==> src/rtl/cache_block_fetch.sv <==
// Cache block refill sequencer: fills one BLOCK_WIDTH-bit cache block by issuing
// consecutive single-word reads to the AXI4-Lite read master, assembles the
// returned words, and reports completion with a one-cycle done pulse and a fault
// flag. A faulting word aborts the fill; words not yet read keep their old value.
module cache_block_fetch #(
  parameter int AXI_ADDR_WIDTH = 64,
  parameter int AXI_DATA_WIDTH = 32,
  parameter int BLOCK_WIDTH    = 512
) (
  input  logic                      clk,
  input  logic                      arst,
  input  logic                      i_start_fetch,
  input  logic [AXI_ADDR_WIDTH-1:0] i_addr,
  output logic [BLOCK_WIDTH-1:0]    o_block,
  output logic                      o_done,
  output logic                      o_access_fault,
  output logic                      o_busy,
  output logic [AXI_ADDR_WIDTH-1:0] o_read_addr,
  output logic                      o_start_read,
  input  logic [AXI_DATA_WIDTH-1:0] i_read_data,
  input  logic                      i_read_done,
  input  logic                      i_access_fault
);

  localparam int N_WORDS = BLOCK_WIDTH / AXI_DATA_WIDTH;
  localparam int BYTES   = AXI_DATA_WIDTH / 8;
  localparam int CNT_W   = (N_WORDS > 1) ? $clog2(N_WORDS) : 1;
  localparam int OFF_W   = $clog2(BLOCK_WIDTH / 8);

  // Clears the byte-offset-within-block bits so every fill starts at word 0.
  localparam logic [AXI_ADDR_WIDTH-1:0] ALIGN_MASK =
    ~((AXI_ADDR_WIDTH'(1) << OFF_W) - AXI_ADDR_WIDTH'(1));
  localparam logic [CNT_W-1:0] LAST_CNT = CNT_W'(N_WORDS - 1);

  typedef enum logic [1:0] {
    S_IDLE  = 2'd0,
    S_ISSUE = 2'd1,
    S_WAIT  = 2'd2,
    S_DONE  = 2'd3
  } state_e;

  state_e                      state_q, state_d;
  logic [AXI_ADDR_WIDTH-1:0]   base_q, base_d;
  logic [CNT_W-1:0]            cnt_q, cnt_d;
  logic                        fault_q, fault_d;
  logic [BLOCK_WIDTH-1:0]      block_q, block_d;
  logic [AXI_ADDR_WIDTH-1:0]   raddr_q, raddr_d;

  // Byte address of word 'cnt' inside the block starting at 'base' (modulo 2^AXI_ADDR_WIDTH).
  function automatic logic [AXI_ADDR_WIDTH-1:0] word_addr(
    input logic [AXI_ADDR_WIDTH-1:0] base,
    input logic [CNT_W-1:0]          cnt
  );
    return base + (AXI_ADDR_WIDTH'(cnt) * AXI_ADDR_WIDTH'(BYTES));
  endfunction

  // State, datapath and output-address registers with synchronous reset.
  always_ff @(posedge clk) begin
    if (arst) begin
      state_q <= S_IDLE;
      base_q  <= '0;
      cnt_q   <= '0;
      fault_q <= 1'b0;
      block_q <= '0;
      raddr_q <= '0;
    end else begin
      state_q <= state_d;
      base_q  <= base_d;
      cnt_q   <= cnt_d;
      fault_q <= fault_d;
      block_q <= block_d;
      raddr_q <= raddr_d;
    end
  end

  // Next-state logic; the read address is computed one cycle ahead so it is
  // already registered when ISSUE presents it to the read master.
  always_comb begin
    state_d = state_q;
    base_d  = base_q;
    cnt_d   = cnt_q;
    fault_d = fault_q;
    block_d = block_q;
    raddr_d = raddr_q;
    case (state_q)
      S_IDLE: begin
        if (i_start_fetch) begin
          base_d  = i_addr & ALIGN_MASK;
          raddr_d = i_addr & ALIGN_MASK;
          cnt_d   = '0;
          fault_d = 1'b0;
          state_d = S_ISSUE;
        end else begin
          state_d = S_IDLE;
        end
      end
      S_ISSUE: begin
        state_d = S_WAIT;
      end
      S_WAIT: begin
        if (i_read_done) begin
          for (int k = 0; k < N_WORDS; k++) begin
            if (cnt_q == CNT_W'(k)) begin
              block_d[k*AXI_DATA_WIDTH +: AXI_DATA_WIDTH] = i_read_data;
            end else begin
              block_d[k*AXI_DATA_WIDTH +: AXI_DATA_WIDTH] =
                block_q[k*AXI_DATA_WIDTH +: AXI_DATA_WIDTH];
            end
          end
          if (i_access_fault) begin
            fault_d = 1'b1;
            state_d = S_DONE;
          end else if (cnt_q == LAST_CNT) begin
            state_d = S_DONE;
          end else begin
            cnt_d   = cnt_q + CNT_W'(1);
            raddr_d = word_addr(base_q, cnt_q + CNT_W'(1));
            state_d = S_ISSUE;
          end
        end else begin
          state_d = S_WAIT;
        end
      end
      S_DONE: begin
        state_d = S_IDLE;
      end
      default: begin
        state_d = S_IDLE;
      end
    endcase
  end

  // Status outputs decode straight from the registered state, so they are glitch-free.
  assign o_block        = block_q;
  assign o_read_addr    = raddr_q;
  assign o_start_read   = (state_q == S_ISSUE);
  assign o_done         = (state_q == S_DONE);
  assign o_access_fault = (state_q == S_DONE) && fault_q;
  assign o_busy         = (state_q != S_IDLE);

endmodule

==> config.mk <==
export PLATFORM = sky130hd
export DESIGN_NAME = cache_block_fetch
export DESIGN_NICKNAME = d
export VERILOG_FILES = /design/src/rtl/cache_block_fetch.sv
export SDC_FILE = /design/constraint.sdc
export NUM_CORES = 1
export LEC_CHECK = 0
export CORE_AREA = 5 5 259 261
export DETAILED_ROUTE_END_ITERATION = 8
export DIE_AREA = 0 0 264 266
export GPL_TIMING_DRIVEN = 0
export PLACE_DENSITY_LB_ADDON = 0.12
export SYNTH_ARGS = -nofsm -noshare
export SYNTH_HDL_FRONTEND = slang
export SYNTH_SLANG_ARGS = --single-unit
==> constraint.sdc <==
create_clock -name clk -period 1.5 [get_ports clk]
set_input_delay 0.15 -clock clk [delete_from_list [all_inputs] [get_ports clk]]
set_output_delay 0.15 -clock clk [all_outputs]
set_load 0.01 [all_outputs]
* After elaboration in Yosys (flattened, before gate mapping)
Index checks and enable logic that the tools add are counted.
Widths: inputs -> output; s select.
** Word-level totals
- Logic and storage cells :: 89
- Register bits :: 641
- Latch bits :: 0
- Output and inout bits :: 580
- Memories :: 0
- Memory bits (writable) :: 0
- Input bits :: 101
- Memory bits (read-only) :: 0
** Operators by class
- Eq/ne operators :: 23
- Bitwise logic cells :: 0
- Div/mod/pow operators :: 0
- Multiply operators :: 0
- Add/sub/neg operators :: 2
- $lt $le $gt $ge :: 0
- Multiplexer cells :: 19
- Shift-type cells :: 0
- Reductions and logical operators :: 24
** Operator list (count)
- $mux 64 :: 4
- $pmux 64 s2 :: 1
- $add 64x6->64 :: 1
- $reduce_and 3->1 :: 16
- $eq 4x4->1 const B :: 8
- $eq 4x3->1 const B :: 4
- $mux 4 :: 4
- $ne 2x2->1 const B :: 5
- $eq 4x2->1 const B :: 2
- $pmux 2 s4 :: 1
- $pmux 4 s2 :: 1
- $mux 2 :: 3
- $reduce_and 5->1 :: 1
- $add 4x1->4 const B :: 1
- $eq 2x2->1 const B :: 2
- $eq 4x1->1 const B :: 1
- $logic_not 4->1 :: 1
- $mux 1 :: 4
- $reduce_and 4->1 :: 1
- $reduce_bool 2->1 :: 2
- $eq 2x1->1 const B :: 1
- $logic_not 2->1 :: 1
- $pmux 1 s2 :: 1
- $reduce_and 2->1 :: 1
- $logic_and 1x1->1 :: 1

* Logic depth before layout (Yosys ltp)
- Depth after elaboration :: 6
- Depth in mapped cells :: 7
- Depth with buffers taken out :: 5

* Worst setup path after synthesis
Ideal clock, no wire load.
- Path type :: register -> register
- Start point :: reg cnt_q[0]
- End point :: reg block_q[449] (netlist: o_block[449])
- Arrival time :: 1.638 ns
- Required time :: 1.428 ns
- Library setup time :: 0.072 ns
- Stages on the path, launching flop included :: 8
- Buffers on the path :: 2
- Period minus slack after synthesis :: 1.710 ns
- Slack :: -0.210 ns
- Path through :: dfxtp_1 inv_1 ha_1 and4b_1 clkbuf_1 nand3_1 buf_2 mux2i_1
** Between the ends
- Word-level cells in the longest chain between the ends :: 2
** Ends and longest elaborated chain
- start: declaration :: line 44 : logic [CNT_W-1:0] cnt_q, cnt_d;
- start signal: assignment :: line 69 : cnt_q <= cnt_d;
- $eq 4x4->1 :: line 103 : if (cnt_q == CNT_W'(k)) begin
- $reduce_and 3->1 (no line)
- end signal: assignment :: line 71 : block_q <= block_d;
- end: declaration :: line 46 : logic [BLOCK_WIDTH-1:0] block_q, block_d;
No other way between the ends.
A chain may end at the register's enable or synchronous reset.

* Final worst setup path
- Start point :: reg cnt_q[1]
- End point :: reg block_q[4] (netlist: o_block[4])
** Between the ends
- Word-level cells in the longest chain between the ends :: 2
** Ends and longest elaborated chain (line)
- $logic_not 4->1 :: 103
- $reduce_and 3->1 (no line)
No other way between the ends.

==> results.md <==
- Layout area overhead: 60.5%
- Final Net Count: about 3.4k
- Synthesized-area fraction occupied by adder cells: less than 1%
- XOR/XNOR Fraction of Synth Area: 0%
- Chip Width: roughly 260 um
- Post-route cell area: 40100 um^2
- Critical path origin: cnt_q[1]
- Synth Area in Compound Gates: ~4.9%
- Max VDD drop: roughly 0.00094 V
- Clk Latency, worst-skew pair: just over 0.6 ns
- Met3 wire length: 6990 um
- Final setup margin: -0.261 ns
- Clock Pin Slew Worst Setup and Hold Paths: ~0.060 ns
- Most common cell after layout, fill and taps aside: dfxtp_1
- Setup TNS: -91.38 ns
- CTS Buf Count: 71
- Synth Cell Area: about 25000 um^2
- Initial antenna violation count: 3
- CP most frequent cell: buf_12
- Worst EP required: roughly 1.9 ns
- IO buf count: 670
- Routability cong.: ~0.86
- Crit path time final: between 1.5 and 2 ns
- R2r startpoint: cnt_q[1]
- Largest net degree at the start of global routing: 20
- DRC Markers: 0
- Clk sinks: roughly 640
- CP max stage delay: about 0.38 ns
- Post-synthesis mux area share: 22.9%
- Crit path launch type: register
- Via count: around 21k
- Final hold vios: 0
- Initial drt markers: between 1k and 1.5k
- Slew Viols, Final: 0
- Vias in the first global route: roughly 22k
- Finished Layout Cells: ~4.2k
- Crit path max fanout: 6
- Routed met1 length: about 43000 um
- Crit. End Element: register
- DP HPWL: 73600 um
- FILL cells: ~5.2k
- Smallest hold slack: between 0.1 and 0.15 ns
- Power per cell area: 993 nW/um^2
- Leakage: about 21 nW
- Sequential-to-total area share from yosys stat: approximately half
- CTS tree: done
- Vias per cell: 5.11
- WL/cell: around 26 um
- Placed cell areas: between 30000 and 40000 um^2
- Clk_skew: 0.0217 ns
- IO Pins: approximately 680
- Placed cell count: between 3k and 4k
- Final setup violation count: between 600 and 700
- Worst hold stages: 3
- RSZ-0062 raised after global routing: true
- H-Tree Depth: 3
- Worst Hold Class: primary input to register
- Register bit total from synthesis: approximately 640
- Netlist cell types: 37
- Max Fclk: between 0.5 and 0.6 GHz
- Slowest CP cell: dfxtp_4
- Status: finished with violations
- Crit-path cells: inv_4 > ha_4 > and4b_1 > buf_6 > buf_12 > nand2_8 > buf_12 > buf_12 > mux2i_1
- Full die area: about 70000 um^2
- R2r setup slk: -0.26 ns
- RR Endpoint: o_block[4]
- Hold Path End: state_q[1]
- Total Wirelength: approximately 110000 um
- Worst-Margin Slew: 0.974 ns
- Pre-antenna DRT Iters: 5
- Share of cells above drive strength 1: 21.4%
- Num rows: just over 90
- Max Root-Sink Buffers: 3
- Worst path top cell family by delay: buffers and inverters
- Detailed-routed wire length on met2: between 50000 and 60000 um
- GRT Overall Usage: approximately 28%
- Die height: around 270 um
- Storage element area: 12700 um^2
- Root Driver: clkbuf_16
- Grt ovf: 0
- Mapped Cells: between 2k and 2.5k
- Final worst-path cycle share: 117%
- Max-Cap Viols: 0
- Most used DFF post-synth: dfxtp_1
- Most frequent cells in the layout: dfxtp_1 (627), mux2i_1 (559), nand2b_1 (545)
- Top sig layer: met5
- Crit path buffers/inverters: 5
- Initial Util: between 30% and 40%
- Post-synth EDFFs: 0
- Slew HR: a little over a third
- WS Path Type: register to register
- Area of the multi-input gates: between 10000 and 15000 um^2
- Hold wc startpoint: i_read_done
- Antenna viol nets, final: 0
- First-pass GRT wire length: roughly 150000 um
- Largest family of logic cells by synthesized area: multiplexers
- Ys async rst share: 0%
- Ys Warns: 0
- Syn_area_per_cell: approximately 11 um^2
- Register-to-Register Path Depth: 9
- Core area: 64200 um^2
- Post-synthesis simple-gate area fraction: 16.5%
- Failing checks: setup timing
- CP arrival: roughly 2.2 ns
-- cells by family after synthesis --
| kind of cell | count (synthesis) |
|---|---|
| buf+inv | 249 |
| fa+ha+maj | 4 |
| flops | 635 |
| simple gates | 708 |
| other cells | 1 |
| mux | 572 |
| compound gates | 183 |
-- what timing repair did --
action                                 in CTS  in global routing
pin swaps                                  76                144
gates resized for setup                  1115                366
setup endpoints to repair                1209                659
endpoints found under the hold margin       2                  0
cloned                                     60                 17
setup buffers                              99                 53
hold buffers                                1                  0
-- flip-flops by register name (all words and copies together) (netlist names) --
signal / flops
o_block: 512
o_read_addr: 59
base_q: 58
cnt_q: 3
state_q: 2
fault_q: 1
-- report_power, final --
group	switching, mW	internal, mW	leakage, nW	total (mW)
Sequential	0.258	17.2	5.14	17.4
Clock	7.19	11.2	1.22	18.3
Combinational	2.16	1.92	14.6	4.09
Total	9.61	30.2	21.0	39.9
-- worst reg2reg max path, stage by stage (launching register included) --
cell	delay (ns)
dfxtp_4	0.38
inv_4	0.09
ha_4	0.12
and4b_1	0.23
buf_6	0.18
buf_12	0.12
nand2_8	0.10
buf_12	0.16
buf_12	0.12
mux2i_1	0.11
-- area by class of cell --
type	instances	area share, %
well taps	855	2.67
clock inverters	18	0.652
flip-flops and latches	635	31.7
clock buffers	109	5.49
multi-input cells	1469	31.9
plain buffers	230	5.11
inverters	4	0.0499
repair buffers	856	22.4
diodes	5	0.0312
-- metal layers --
| layer | track usage [%] | vias up |
|---|---|---|
| met5 | 0 | - |
| met4 | 9.45 | 4 |
| met3 | 7.30 | 226 |
| met2 | 49.5 | 689 |
| met1 | 34.4 | 10671 |
| li1 | - | 9759 |
-- synth_stat cells, drive strengths merged, types with 2 or more instances --
cell,n,share of area (%)
o21ai,2,0.055
a211oi,117,3.5
a21oi,59,1.2
nand2b,546,14
clkbuf,145,2.2
inv,4,0.060
and2,3,0.075
ha,4,0.20
nand3,8,0.18
and4b,4,0.16
nor2b,4,0.10
dfxtp,635,51
mux2i,572,23
buf,100,2.4
and3,2,0.050
nor2,3,0.045
nor3b,2,0.060
nor3,2,0.040
nand2,128,2.0
-- metrics by stage --
step                      total power [mW]  setup WS, ns  util [%]
after floorplan                       19.2       -0.0669         -
after global placement                20.5         -1.02      51.2
after detailed placement              20.6         -1.04      51.2
after CTS                             39.2        -0.248      60.8
after global routing                  41.0        -0.321      62.5
final                                 39.9        -0.261      62.5
-- how the worst max path moves through the flow --
stage | to | cells past startpoint
4_1_cts | o_block[466] | 9
3_3_place_gp | o_block[371] | 6
3_5_place_dp | o_block[179] | 6
6_report | o_block[4] | 9
5_1_grt | o_read_addr[10] | 7
2_1_floorplan | o_block[161] | 7
(Power assumes the default switching activity.)
